$ cat src/rtl/clk_edge_gen_pkg.sv
// Shared definitions for the multi-channel derived-clock generator.
//   CNT_W_DEFAULT : default width of the half-period counter / divisor field
//   eff_half()    : maps a programmed half-period to the one actually used (0 -> 1)
package clk_edge_gen_pkg;

    localparam int unsigned CNT_W_DEFAULT = 10;

    // A half-period of zero cycles is meaningless; treat it as the fastest rate.
    function automatic logic [31:0] eff_half(input logic [31:0] div);
        return (div == 32'd0) ? 32'd1 : div;
    endfunction

endpackage

$ cat src/rtl/clk_edge_gen_multi_if.sv
// Control/status bundle of the derived-clock generator.
//   enable_clk            per-channel count enable
//   restart               synchronous restart of all channels
//   div_half              packed half-periods, channel i at [i*CNT_W +: CNT_W]
//   new_clk               derived clocks
//   rising_edge           1-cycle pulse in the first high cycle of new_clk
//   falling_edge          1-cycle pulse in the first low cycle of new_clk
//   middle_of_high_level  1-cycle pulse at mid high phase
//   middle_of_low_level   1-cycle pulse at mid low phase
// master drives the controls and observes the clocks; slave is the generator.
interface clk_edge_gen_multi_if
    import clk_edge_gen_pkg::*;
#(
    parameter int unsigned NUM_CH = 1,
    parameter int unsigned CNT_W  = CNT_W_DEFAULT
);
    logic [NUM_CH-1:0]       enable_clk;
    logic                    restart;
    logic [NUM_CH*CNT_W-1:0] div_half;
    logic [NUM_CH-1:0]       new_clk;
    logic [NUM_CH-1:0]       rising_edge;
    logic [NUM_CH-1:0]       falling_edge;
    logic [NUM_CH-1:0]       middle_of_high_level;
    logic [NUM_CH-1:0]       middle_of_low_level;

    modport master (
        output enable_clk, restart, div_half,
        input  new_clk, rising_edge, falling_edge, middle_of_high_level, middle_of_low_level
    );

    modport slave (
        input  enable_clk, restart, div_half,
        output new_clk, rising_edge, falling_edge, middle_of_high_level, middle_of_low_level
    );
endinterface

$ cat src/rtl/clk_edge_gen_ch.sv
// One derived-clock channel: half-period counter, phase, divisor shadow and strobes.
//   clk, reset            system clock, async active-low reset
//   enable                count enable; low holds cnt/phase and re-arms the divisor load
//   restart               forces phase low and re-arms the load (wins over enable)
//   div_half              programmed half-period in clk cycles
//   new_clk               derived 50%-duty clock
//   rising_edge/falling_edge, middle_of_high_level/middle_of_low_level  1-cycle strobes
// Every output is a flop; strobes are computed from the next state so they line up with
// the cycle in which new_clk shows the corresponding level.
module clk_edge_gen_ch
    import clk_edge_gen_pkg::*;
#(
    parameter int unsigned CNT_W = CNT_W_DEFAULT
) (
    input  logic             clk,
    input  logic             reset,
    input  logic             enable,
    input  logic             restart,
    input  logic [CNT_W-1:0] div_half,
    output logic             new_clk,
    output logic             rising_edge,
    output logic             falling_edge,
    output logic             middle_of_high_level,
    output logic             middle_of_low_level
);

    logic [CNT_W-1:0] cnt_q, cnt_d;
    logic [CNT_W-1:0] shadow_q, shadow_d;
    logic [CNT_W-1:0] half_in;
    logic             phase_q, phase_d;
    logic             load_pend_q, load_pend_d;
    logic             rise_q, rise_d;
    logic             fall_q, fall_d;
    logic             mid_high_q, mid_high_d;
    logic             mid_low_q, mid_low_d;

    assign half_in = CNT_W'(eff_half(32'(div_half)));

    always_comb begin
        cnt_d       = cnt_q;
        phase_d     = phase_q;
        shadow_d    = shadow_q;
        load_pend_d = load_pend_q;
        rise_d      = 1'b0;
        fall_d      = 1'b0;
        mid_high_d  = 1'b0;
        mid_low_d   = 1'b0;

        if (restart) begin
            // Forced low without a falling strobe; divisor re-read on the next enabled cycle.
            cnt_d       = '0;
            phase_d     = 1'b0;
            load_pend_d = 1'b1;
        end else if (!enable) begin
            load_pend_d = 1'b1;
        end else if (load_pend_q) begin
            shadow_d    = half_in;
            cnt_d       = '0;
            load_pend_d = 1'b0;
        end else begin
            if (cnt_q == shadow_q - CNT_W'(1)) begin
                cnt_d   = '0;
                phase_d = ~phase_q;
                rise_d  = ~phase_q;
                fall_d  = phase_q;
                // Divisor only changes at the start of a low phase, so no runt pulses.
                if (phase_q) begin
                    shadow_d = half_in;
                end
            end else begin
                cnt_d = cnt_q + CNT_W'(1);
            end
            // Mid strobes only follow a counting step, never a load.
            mid_high_d = phase_d && (cnt_d == (shadow_d >> 1));
            mid_low_d  = !phase_d && (cnt_d == (shadow_d >> 1));
        end
    end

    always_ff @(posedge clk or negedge reset) begin
        if (!reset) begin
            cnt_q       <= '0;
            shadow_q    <= CNT_W'(1);
            phase_q     <= 1'b0;
            load_pend_q <= 1'b1;
            rise_q      <= 1'b0;
            fall_q      <= 1'b0;
            mid_high_q  <= 1'b0;
            mid_low_q   <= 1'b0;
        end else begin
            cnt_q       <= cnt_d;
            shadow_q    <= shadow_d;
            phase_q     <= phase_d;
            load_pend_q <= load_pend_d;
            rise_q      <= rise_d;
            fall_q      <= fall_d;
            mid_high_q  <= mid_high_d;
            mid_low_q   <= mid_low_d;
        end
    end

    assign new_clk              = phase_q;
    assign rising_edge          = rise_q;
    assign falling_edge         = fall_q;
    assign middle_of_high_level = mid_high_q;
    assign middle_of_low_level  = mid_low_q;

endmodule

$ cat src/rtl/clk_edge_gen_multi.sv
// Multi-channel derived-clock generator: NUM_CH independent clk_edge_gen_ch instances
// sharing clk, reset and restart.
//   clk    system clock (posedge)
//   reset  asynchronous active-low reset
//   bus    slave side of clk_edge_gen_multi_if (controls in, derived clocks/strobes out)
module clk_edge_gen_multi
    import clk_edge_gen_pkg::*;
#(
    parameter int unsigned NUM_CH = 1,
    parameter int unsigned CNT_W  = CNT_W_DEFAULT
) (
    input logic                  clk,
    input logic                  reset,
    clk_edge_gen_multi_if.slave  bus
);

    logic [NUM_CH-1:0] new_clk_w;
    logic [NUM_CH-1:0] rise_w;
    logic [NUM_CH-1:0] fall_w;
    logic [NUM_CH-1:0] mid_high_w;
    logic [NUM_CH-1:0] mid_low_w;

    for (genvar i = 0; i < NUM_CH; i++) begin : g_ch
        clk_edge_gen_ch #(
            .CNT_W (CNT_W)
        ) u_ch (
            .clk                  (clk),
            .reset                (reset),
            .enable               (bus.enable_clk[i]),
            .restart              (bus.restart),
            .div_half             (bus.div_half[i*CNT_W +: CNT_W]),
            .new_clk              (new_clk_w[i]),
            .rising_edge          (rise_w[i]),
            .falling_edge         (fall_w[i]),
            .middle_of_high_level (mid_high_w[i]),
            .middle_of_low_level  (mid_low_w[i])
        );
    end

    assign bus.new_clk              = new_clk_w;
    assign bus.rising_edge          = rise_w;
    assign bus.falling_edge         = fall_w;
    assign bus.middle_of_high_level = mid_high_w;
    assign bus.middle_of_low_level  = mid_low_w;

endmodule
$ cat src/flat_wrapper.sv
// flat-port wrapper written by rule: the top's interface ports become plain ports
module clk_edge_gen_multi_flat import clk_edge_gen_pkg::*;
#(
    parameter int unsigned NUM_CH = 1,
    parameter int unsigned CNT_W  = CNT_W_DEFAULT
)
  (clk, reset, bus_enable_clk, bus_restart, bus_div_half, bus_new_clk, bus_rising_edge, bus_falling_edge, bus_middle_of_high_level, bus_middle_of_low_level);
  clk_edge_gen_multi_if #(.NUM_CH(NUM_CH), .CNT_W(CNT_W)) bus_i ();
  input logic clk;
  input logic reset;
  input wire logic [$bits(bus_i.enable_clk)-1:0] bus_enable_clk;
  input wire logic [$bits(bus_i.restart)-1:0] bus_restart;
  input wire logic [$bits(bus_i.div_half)-1:0] bus_div_half;
  output wire logic [$bits(bus_i.new_clk)-1:0] bus_new_clk;
  output wire logic [$bits(bus_i.rising_edge)-1:0] bus_rising_edge;
  output wire logic [$bits(bus_i.falling_edge)-1:0] bus_falling_edge;
  output wire logic [$bits(bus_i.middle_of_high_level)-1:0] bus_middle_of_high_level;
  output wire logic [$bits(bus_i.middle_of_low_level)-1:0] bus_middle_of_low_level;
  assign bus_i.enable_clk = bus_enable_clk;
  assign bus_i.restart = bus_restart;
  assign bus_i.div_half = bus_div_half;
  assign bus_new_clk = bus_i.new_clk;
  assign bus_rising_edge = bus_i.rising_edge;
  assign bus_falling_edge = bus_i.falling_edge;
  assign bus_middle_of_high_level = bus_i.middle_of_high_level;
  assign bus_middle_of_low_level = bus_i.middle_of_low_level;
  clk_edge_gen_multi #(.NUM_CH(NUM_CH), .CNT_W(CNT_W)) u_core (.clk(clk), .reset(reset), .bus(bus_i));
endmodule
$ cat config.mk
export PLATFORM = sky130hd
export DESIGN_NAME = clk_edge_gen_multi_flat
export DESIGN_NICKNAME = d
export VERILOG_FILES = /design/src/rtl/clk_edge_gen_pkg.sv /design/src/rtl/clk_edge_gen_multi_if.sv /design/src/rtl/clk_edge_gen_ch.sv /design/src/rtl/clk_edge_gen_multi.sv /design/src/flat_wrapper.sv
export SDC_FILE = /design/constraint.sdc
export NUM_CORES = 1
export LEC_CHECK = 0
export CORE_MARGIN = 2
export CORE_UTILIZATION = 50
export DETAILED_ROUTE_END_ITERATION = 12
export PLACE_DENSITY_LB_ADDON = 0.25
export SYNTH_ARGS = -nofsm -noshare
export SYNTH_HDL_FRONTEND = slang
export SYNTH_SLANG_ARGS = --single-unit
$ cat constraint.sdc
create_clock -name clk -period 3.3 [get_ports clk]
set_input_delay 0.66 -clock clk [delete_from_list [all_inputs] [get_ports clk]]
set_output_delay 0.66 -clock clk [all_outputs]
set_load 0.02 [all_outputs]
==> flow_summary.ini <==
[run_status]
outcome = finished clean

[cells_and_area]
layout_common_cells = dfrtp_1 (24), clkdlybuf4s50_1 (18), xor2_1 (15), xnor2_1 (14)
final_layout_size_suffix_gt1_share_pct = 10.7
syn2layout_area_growth_pct = 13.7
antenna_cells = 0
layout.nets = 224
final_common_cell = dfrtp_1
final_util_pct = 60.5
regArea_um2 = 653
multi_input_area_um2 = 1090
fillers = 309

[logic_synthesis]
ys_types = 43
syn_area_um2 = 1820
synth_enable_flop_cells = 0
yosys_warnings = 0
seq_area_frac_synth_pct = 35.9
yosys.area_share.simple_pct = 23.1
synthAdderAreaFrac_pct = 2.75
synth_xor_area_share_pct = 14.0
avgSynthCellArea_um2 = 9.72
synth_top_family_by_area = simple AND/OR/NAND/NOR gates
synth_compound_area_share_pct = 11.1
ys_seq_elements = 26
synth_mux_area_share_pct = 9.08
synthFlopType = dfrtp_1
syn_inst = 187
async_reset_ff_share_pct = 100
syn_nets = 205

[drt]
postRouteAntennaNets = 0
drcViolationCount = 0
routed_wl_mm = 4.08
first_pass_iters = 4
routedWlPerCell_um = 16.3
viasPerCell = 5.76
drt_iter0_drc = 90
num_vias = 1447

[cts]
htreeDepth = 1
clockBufferDepth = 2
tritoncts = done
postCtsSetupBuffers = 0
ctsResizeCount = 0
clock_latency_ps = 330
cts_sinks = 26
clk_pin_slew_ps = 140
cts_buffers = 3
postCtsHoldBufs = 0
cts_root_buffer = clkbuf_4

[worst_setup_path]
cp_max_fo = 10
critPathLaunchType = flop
crit_type = flop to flop
ff2ff_setup_slack_ps = 350
worstReg2RegEnd = u_core.g_ch[0].u_ch.shadow_q[5]
reg2reg_depth = 9
crit_required_ps = 3540
cp.arrival_ps = 3190
r2r_start = u_core.g_ch[0].u_ch.shadow_q[1]
critPathCaptureType = flop

[floorplanning]
fp.dieW_um = 64.3
initial_core_util_pct = 53.2
die_y_um = 64.3
placementRows = 21
die_area_um2 = 4130
core_area_um2 = 3420
pin_count = 19

[placement]
io_buffers = 18
pre_cts_slack_ps = 428
dp_hpwl_mm = 3.10
place_congestion = 0.938

[grt]
grt_remaining_overflow = 0
grt_use_total_pct = 22.2
antenna_found_initial = 0
grt_pass1_vias = 1488
grt_max_degree = 27
grt_pass1_wl_mm = 7.25

[worst_hold_path]
hold_end = u_core.g_ch[0].u_ch.shadow_q[0]
worstHoldPathCells = 2
hold_start = u_core.g_ch[0].u_ch.shadow_q[0]
min_path_type = flop to flop

[sta]
tns_ps = 0
drv_slew = 0
clock_skew_ps = 1.71
hold_viol = 0
clock.fmax_mhz = 339
slew_headroom_pct = 50.2
setup_violations = 0
finalCritPeriodShare_pct = 89.3
rsz0062_at_grt = no
worstMarginPinSlew_ps = 744
period_needed_ps = 2950
setup_slack_ps = 352

[run]
cap_violations = 0

[power]
cellLeakagePower_nw = 0.861
p_per_area_nw_per_um2 = 378
ir_drop_mv = 0.277
-- worst max-delay path, cell delays in order (launching register included) --
cell and delay, ps:
dfrtp_1 480, inv_1 90, ha_1 260, nor4b_2 390
nand2b_1 120, xnor2_1 170, nor4_4 370, a31oi_1 140
or2_1 440, mux2_4 380
-- sequential cells by signal, indices dropped and copies added (netlist names) --
signal                                 cells
u_core.g_ch.u_ch.shadow_q                 10
u_core.g_ch.u_ch.new_clk                   1
u_core.g_ch.u_ch.cnt_q                    10
u_core.g_ch.u_ch.middle_of_low_level       1
u_core.g_ch.u_ch.falling_edge              1
u_core.g_ch.u_ch.rising_edge               1
u_core.g_ch.u_ch.load_pend_q               1
u_core.g_ch.u_ch.middle_of_high_level      1
-- logic make-up after synthesis --
logic type / after synthesis
adder cells (fa/ha/maj): 4
buffers and inverters: 14
flip-flops: 26
XOR/XNOR: 29
multiplexers: 12
AO/OA/AOI/OAI: 32
AND/OR/NAND/NOR: 70
-- power breakdown --
| group | internal, mW | leakage (nW) | total, mW | switching, mW |
|---|---|---|---|---|
| clock | 0.0677 | 0.0210 | 0.169 | 0.101 |
| combinational | 0.113 | 0.504 | 0.215 | 0.102 |
| sequential | 0.343 | 0.336 | 0.398 | 0.0550 |
-- Yosys cell counts, types with 3 or more instances --
cell | number | area (um2)
dfrtp_1 | 24 | 601
xor2_1 | 15 | 131
xnor2_1 | 14 | 123
nand2_1 | 11 | 41.3
nor2_1 | 11 | 41.3
mux2_4 | 9 | 135
o21ai_0 | 9 | 45.0
a21oi_1 | 8 | 40.0
nand3_1 | 8 | 40.0
inv_1 | 7 | 26.3
a31oi_1 | 6 | 37.5
nor2b_1 | 6 | 37.5
and2_1 | 4 | 25.0
ha_1 | 4 | 50.1
nand2b_1 | 4 | 25.0
nand4_1 | 4 | 25.0
nor4_1 | 4 | 25.0
and3_1 | 3 | 18.8
and4_1 | 3 | 26.3
mux2i_1 | 3 | 30.0
nor3_1 | 3 | 15.0
-- metal layers --
layer | GRT usage, % | part of all wire [%]
met1 | 29.3 | 46
met2 | 38.4 | 50
met3 | 4.58 | 3.0
met4 | 3.46 | 0.86
met5 | 0 | 0
-- how the worst max path moves through the flow --
| stage | from | end | slack, ps | cells past startpoint |
|---|---|---|---|---|
| 4_1_cts | u_core.g_ch[0].u_ch.shadow_q[1] | u_core.g_ch[0].u_ch.shadow_q[5] | 390 | 9 |
| 3_3_place_gp | u_core.g_ch[0].u_ch.shadow_q[0] | u_core.g_ch[0].u_ch.shadow_q[1] | 550 | 9 |
| 2_1_floorplan | u_core.g_ch[0].u_ch.shadow_q[0] | u_core.g_ch[0].u_ch.shadow_q[1] | 790 | 10 |
| 3_5_place_dp | u_core.g_ch[0].u_ch.shadow_q[1] | u_core.g_ch[0].u_ch.shadow_q[5] | 430 | 9 |
| 5_1_grt | u_core.g_ch[0].u_ch.shadow_q[1] | u_core.g_ch[0].u_ch.shadow_q[5] | 130 | 9 |
| 6_report | u_core.g_ch[0].u_ch.shadow_q[1] | u_core.g_ch[0].u_ch.shadow_q[5] | 350 | 9 |
-- through the flow --
stage          cell area [um2]  instances  hold slack [ps]  power [mW]
2_1_floorplan             1820        187              364       0.557
3_3_place_gp              2030        247              530       0.607
3_5_place_dp              2030        247              536       0.616
4_1_cts                   2070        251              555       0.782
5_1_grt                   2070        251              606       0.820
6_report                  2070        251              550       0.782
-- final cells by class --
cell class              count  share of cell area [%]
multi-input cells         147                    52.8
inverters                   7                    1.27
clock buffers               4                    1.76
flip-flops and latches     26                    31.6
repair buffers             21                    9.81
well taps                  46                    2.78
(Power assumes the default switching activity.)
